[src/rtl/seven_seg_scan_mux.sv]
// Four-digit multiplexed seven-segment driver: prescaled anode scan, frame-latched
// digits, registered active-low segment decode with optional leading-zero blanking.
module seven_seg_scan_mux #(
   parameter int REFRESH_DIV = 100000,
   parameter bit BLANK_LEAD  = 1'b1
) (
   input  logic        clk,
   input  logic        rst,
   input  logic [15:0] digits,
   input  logic [3:0]  dp_en,
   input  logic        en,
   output logic [6:0]  seg_cat,
   output logic        seg_dp,
   output logic [3:0]  seg_an,
   output logic [1:0]  scan_idx
);

   localparam logic [19:0] TC_VAL = 20'(REFRESH_DIV - 1);

   logic [19:0] presc_cnt;
   logic        tc;
   logic [15:0] shadow_digits;
   logic [3:0]  shadow_dp;
   logic [3:0]  lead_zero;
   logic [3:0]  cur_digit;
   logic        cur_blank;
   logic [6:0]  cur_cat;
   logic [3:0]  cur_an;

   function automatic logic [6:0] decode_seg(input logic [3:0] d);
      logic [6:0] s;
      case (d)
         4'd0:    s = 7'b1000000;
         4'd1:    s = 7'b1111001;
         4'd2:    s = 7'b0100100;
         4'd3:    s = 7'b0110000;
         4'd4:    s = 7'b0011001;
         4'd5:    s = 7'b0010010;
         4'd6:    s = 7'b0000010;
         4'd7:    s = 7'b1111000;
         4'd8:    s = 7'b0000000;
         4'd9:    s = 7'b0011000;
         default: s = 7'b1111111;
      endcase
      return s;
   endfunction

   assign tc = (presc_cnt == TC_VAL);

   always_ff @(posedge clk or posedge rst) begin
      if (rst) begin
         presc_cnt <= '0;
         scan_idx  <= '0;
      end else begin
         presc_cnt <= tc ? '0 : presc_cnt + 20'd1;
         if (tc)
            scan_idx <= scan_idx + 2'd1;
      end
   end

   // Shadow loads only on the 3->0 wrap edge so a whole frame shows one snapshot.
   always_ff @(posedge clk or posedge rst) begin
      if (rst) begin
         shadow_digits <= '0;
         shadow_dp     <= '0;
      end else if (tc && (scan_idx == 2'd3)) begin
         shadow_digits <= digits;
         shadow_dp     <= dp_en;
      end
   end

   always_comb begin
      lead_zero    = 4'b0000;
      lead_zero[3] = (shadow_digits[15:12] == 4'd0);
      lead_zero[2] = lead_zero[3] && (shadow_digits[11:8] == 4'd0);
      lead_zero[1] = lead_zero[2] && (shadow_digits[7:4] == 4'd0);
   end

   always_comb begin
      cur_digit = shadow_digits[{scan_idx, 2'b00} +: 4];
      cur_blank = BLANK_LEAD && lead_zero[scan_idx];
      cur_cat   = cur_blank ? 7'b1111111 : decode_seg(cur_digit);
      cur_an    = ~(4'b0001 << scan_idx);
   end

   // Anode and cathodes come from the same registered snapshot, so they always switch together.
   always_ff @(posedge clk or posedge rst) begin
      if (rst) begin
         seg_an  <= 4'b1111;
         seg_cat <= 7'b1111111;
         seg_dp  <= 1'b1;
      end else if (!en) begin
         seg_an  <= 4'b1111;
         seg_cat <= 7'b1111111;
         seg_dp  <= 1'b1;
      end else begin
         seg_an  <= cur_an;
         seg_cat <= cur_cat;
         seg_dp  <= ~shadow_dp[scan_idx];
      end
   end

endmodule

[config.mk]
export PLATFORM = sky130hd
export DESIGN_NAME = seven_seg_scan_mux
export DESIGN_NICKNAME = d
export VERILOG_FILES = /design/src/rtl/seven_seg_scan_mux.sv
export SDC_FILE = /design/constraint.sdc
export NUM_CORES = 1
export LEC_CHECK = 0
export ABC_AREA = 1
export BUFFER_PORTS_ARGS = -buffer_cell sky130_fd_sc_hd__buf_2
export CELL_PAD_IN_SITES_DETAIL_PLACEMENT = 1
export CELL_PAD_IN_SITES_GLOBAL_PLACEMENT = 2
export CORE_MARGIN = 3
export CORE_UTILIZATION = 34
export CTS_CLUSTER_SIZE = 40
export DETAILED_ROUTE_END_ITERATION = 12
export PLACE_DENSITY_LB_ADDON = 0.1
export SETUP_SLACK_MARGIN = 0.02
export SLEW_MARGIN = 20
export SYNTH_ARGS = -nofsm -noshare
export SYNTH_HDL_FRONTEND = slang
export SYNTH_SLANG_ARGS = --single-unit
[constraint.sdc]
create_clock -name clk -period 2 [get_ports clk]
set_input_delay 0.4 -clock clk [delete_from_list [all_inputs] [get_ports clk]]
set_output_delay 0.4 -clock clk [all_outputs]
set_load 0.05 [all_outputs]
==> out/qor.csv <==
metric,value,unit
status,"finished, final reports clean",
synth_cells,363,
setup-tns-final,0,ns
yosysTopAreaCell,dfrtp_1,
whs,0.126,ns
total_power,1750,uW
synth_nets,396,
hp-class,input pin to async pin,
drt-initial-drc-count,49,
crit_arrival,1.96,ns
wirelength,6810,um
cts_root_buffer,clkbuf_8,
cts.sinks,54,
ant_nets,0,
nNetsFinal,438,
clk_pin_slew,0.09,ns
yosys_most_used_dff,dfrtp_1,
hold_viol_final,0,
setup_viol,0,
fillCellCount,999,
grt_overflow,0,
clock_power_share,34.0,%
fp.dieW,98.0,um
netlist_area,2880,sq um
final.setup_skew,0.00486,ns
power_leakage,0.00159,uW
final_util,41.0,%
cts_tree,done,
start_util,36.1,%
start_kind,flip-flop,
wire_per_inst,13.4,um
path_class,flip-flop to flip-flop,
cap_violations,0,
syn_area_per_cell,7.92,sq um
clock.fmax,573,MHz
grt_pass1_wl,11800,um
preCtsSetupSlack,0.150,ns
gp_congestion,0.803,
via_count,2388,
firstDrtPassIters,4,
grt_usage,15.0,%
combinationalPowerShare,3.5,%
die_h,98.0,um
post-route-min-period,1.75,ns
via_per_inst,4.70,
cts_buffers,5,
n_antenna_cell,0,
io_buffers,36,
multiInputGateArea,1270,sq um
async_flop_share,100,%
final.setup.worst_slack,0.255,ns
clock_latency,0.31,ns
syn_to_final_growth,13.5,%
worstMarginPinSlew,0.466,ns
vdd_drop_max,0.252,mV
cell_internal_pwr,1360,uW
synth_edf_count,0,
die_area,9600,sq um
seqCellArea,1370,sq um
path_max_fanout,8,
critPathCaptureType,flip-flop,
yosysMostFrequentCell,nand2_1,
placementRows,32,
relSlewSlack,68.9,%
cts_buffer_depth,2,
drc,0,
antenna_found_initial,0,
ys_warn_count,0,
rsz0062_at_grt,no,
cp_data_required_time,2.22,ns
grt_max_degree,55,
yosys-top-cells-count,"nand2_1 (104), nand3_1 (48), nor2_1 (43)",
htree_levels,2,
p_seq_share,62.5,%
power_density,537,nW/um^2
io_pins,37,
yosys-top-cells-area,"dfrtp_1 (37%), nand2_1 (14%), dfstp_2 (11%)",
finalMaxSlewViolations,0,
switching_share,22.5,%
ys_types,28,
p_sw,394,uW
grt_pass1_vias,2449,
ys_ff_latch,54,
core,7970,sq um
synth_top_cell_area_share,36.5,%
yosysSeqAreaShare,47.5,%
finalCritPeriodShare,87.3,%
dpl.hpwl,5210,um
drive_above_1_share,19.2,%
per-stage QoR:
stage / std cells / area, sq um
5_1_grt: 508 / 3270
3_3_place_gp: 498 / 3170
3_5_place_dp: 498 / 3170
2_1_floorplan: 363 / 2880
6_report: 508 / 3270
4_1_cts: 506 / 3250
registers in the layout, summed over array words and instances (netlist names):
name,flops
shadow_digits,16
scan_idx,2
shadow_dp,4
seg_an,4
seg_cat,7
presc_cnt,20
seg_dp,1
cells in the final DEF, fill, tap and decap left out, types with 2 or more instances in the layout:
master	instances
nand3_1	48
dfstp_2	12
o21ai_0	12
a21oi_1	2
ha_1	10
nor2_4	2
xor2_1	8
nor2_1	43
nor3_1	4
inv_1	41
nand2_1	104
buf_4	8
buf_2	36
dfrtp_1	41
inv_2	2
clkbuf_8	5
nand2_2	5
nand3b_1	3
nand4_1	7
metal layers:
layer	global-route usage, %	vias up	wire, um
li1	-	1219	-
met1	23.1	1129	3630
met2	21.6	36	2890
met3	3.21	4	229
met4	3.19	0	55
met5	0	-	0
repair_timing:
action                                  in CTS  in global routing
buffers inserted                             0                  2
endpoints found under the setup margin       0                  3
hold buffers                                 0                  0
resized for setup                            0                  1
logic make-up (layout without fill, tap and decap cells):
logic type | Yosys count | after routing | share of synthesized area, %
buffers and inverters | 53 | 96 | 8.44
xor gates and xnor gates | 10 | 10 | 3.31
adders and majority gates | 10 | 10 | 4.35
and+or+nand+nor | 219 | 219 | 33.2
DFF | 54 | 54 | 47.5
AOI/OAI and AO/OA | 17 | 17 | 3.22
worst max-delay path, stage by stage, from the launching register on:
cell,delay [ns]
dfrtp_2,0.43
buf_4,0.18
nand2_1,0.06
o21ai_0,0.09
nand2_1,0.08
nand2_1,0.17
inv_1,0.11
ha_1,0.20
nand3b_1,0.17
nand3_1,0.10
nand3_1,0.08
layout make-up:
class,instances,area share [%]
well taps,102,3.91
multi-input cells,256,38.8
clock buffers,6,2.22
flip-flops and latches,54,41.9
repair buffers,45,7.97
clock inverters,2,0.268
inverters,43,4.94
path summary, 6_finish.rpt:
path / startpoint / to / slack (ns) / cells after the start
min in group clk: en / seg_an[3] / 0.31 / 2
max: scan_idx[0] / seg_cat[0] / 0.25 / 10
min: rst / presc_cnt[2] / 0.13 / 3
max in group asynchronous: rst / seg_an[0] / 1.58 / 3
max reg2reg: scan_idx[0] / seg_cat[0] / 0.25 / 10
min reg2reg: presc_cnt[0] / presc_cnt[0] / 0.46 / 1
power by group through the flow:
stage          sequential, uW  clock [uW]  combinational (uW)
2_1_floorplan            1120           0                18.7
3_3_place_gp             1120           0                63.4
3_5_place_dp             1120           0                64.9
4_1_cts                  1100         630                65.0
5_1_grt                  1100         671                71.4
6_report                 1100         596                61.6
Note: power is estimated with default switching activity, not from simulation.
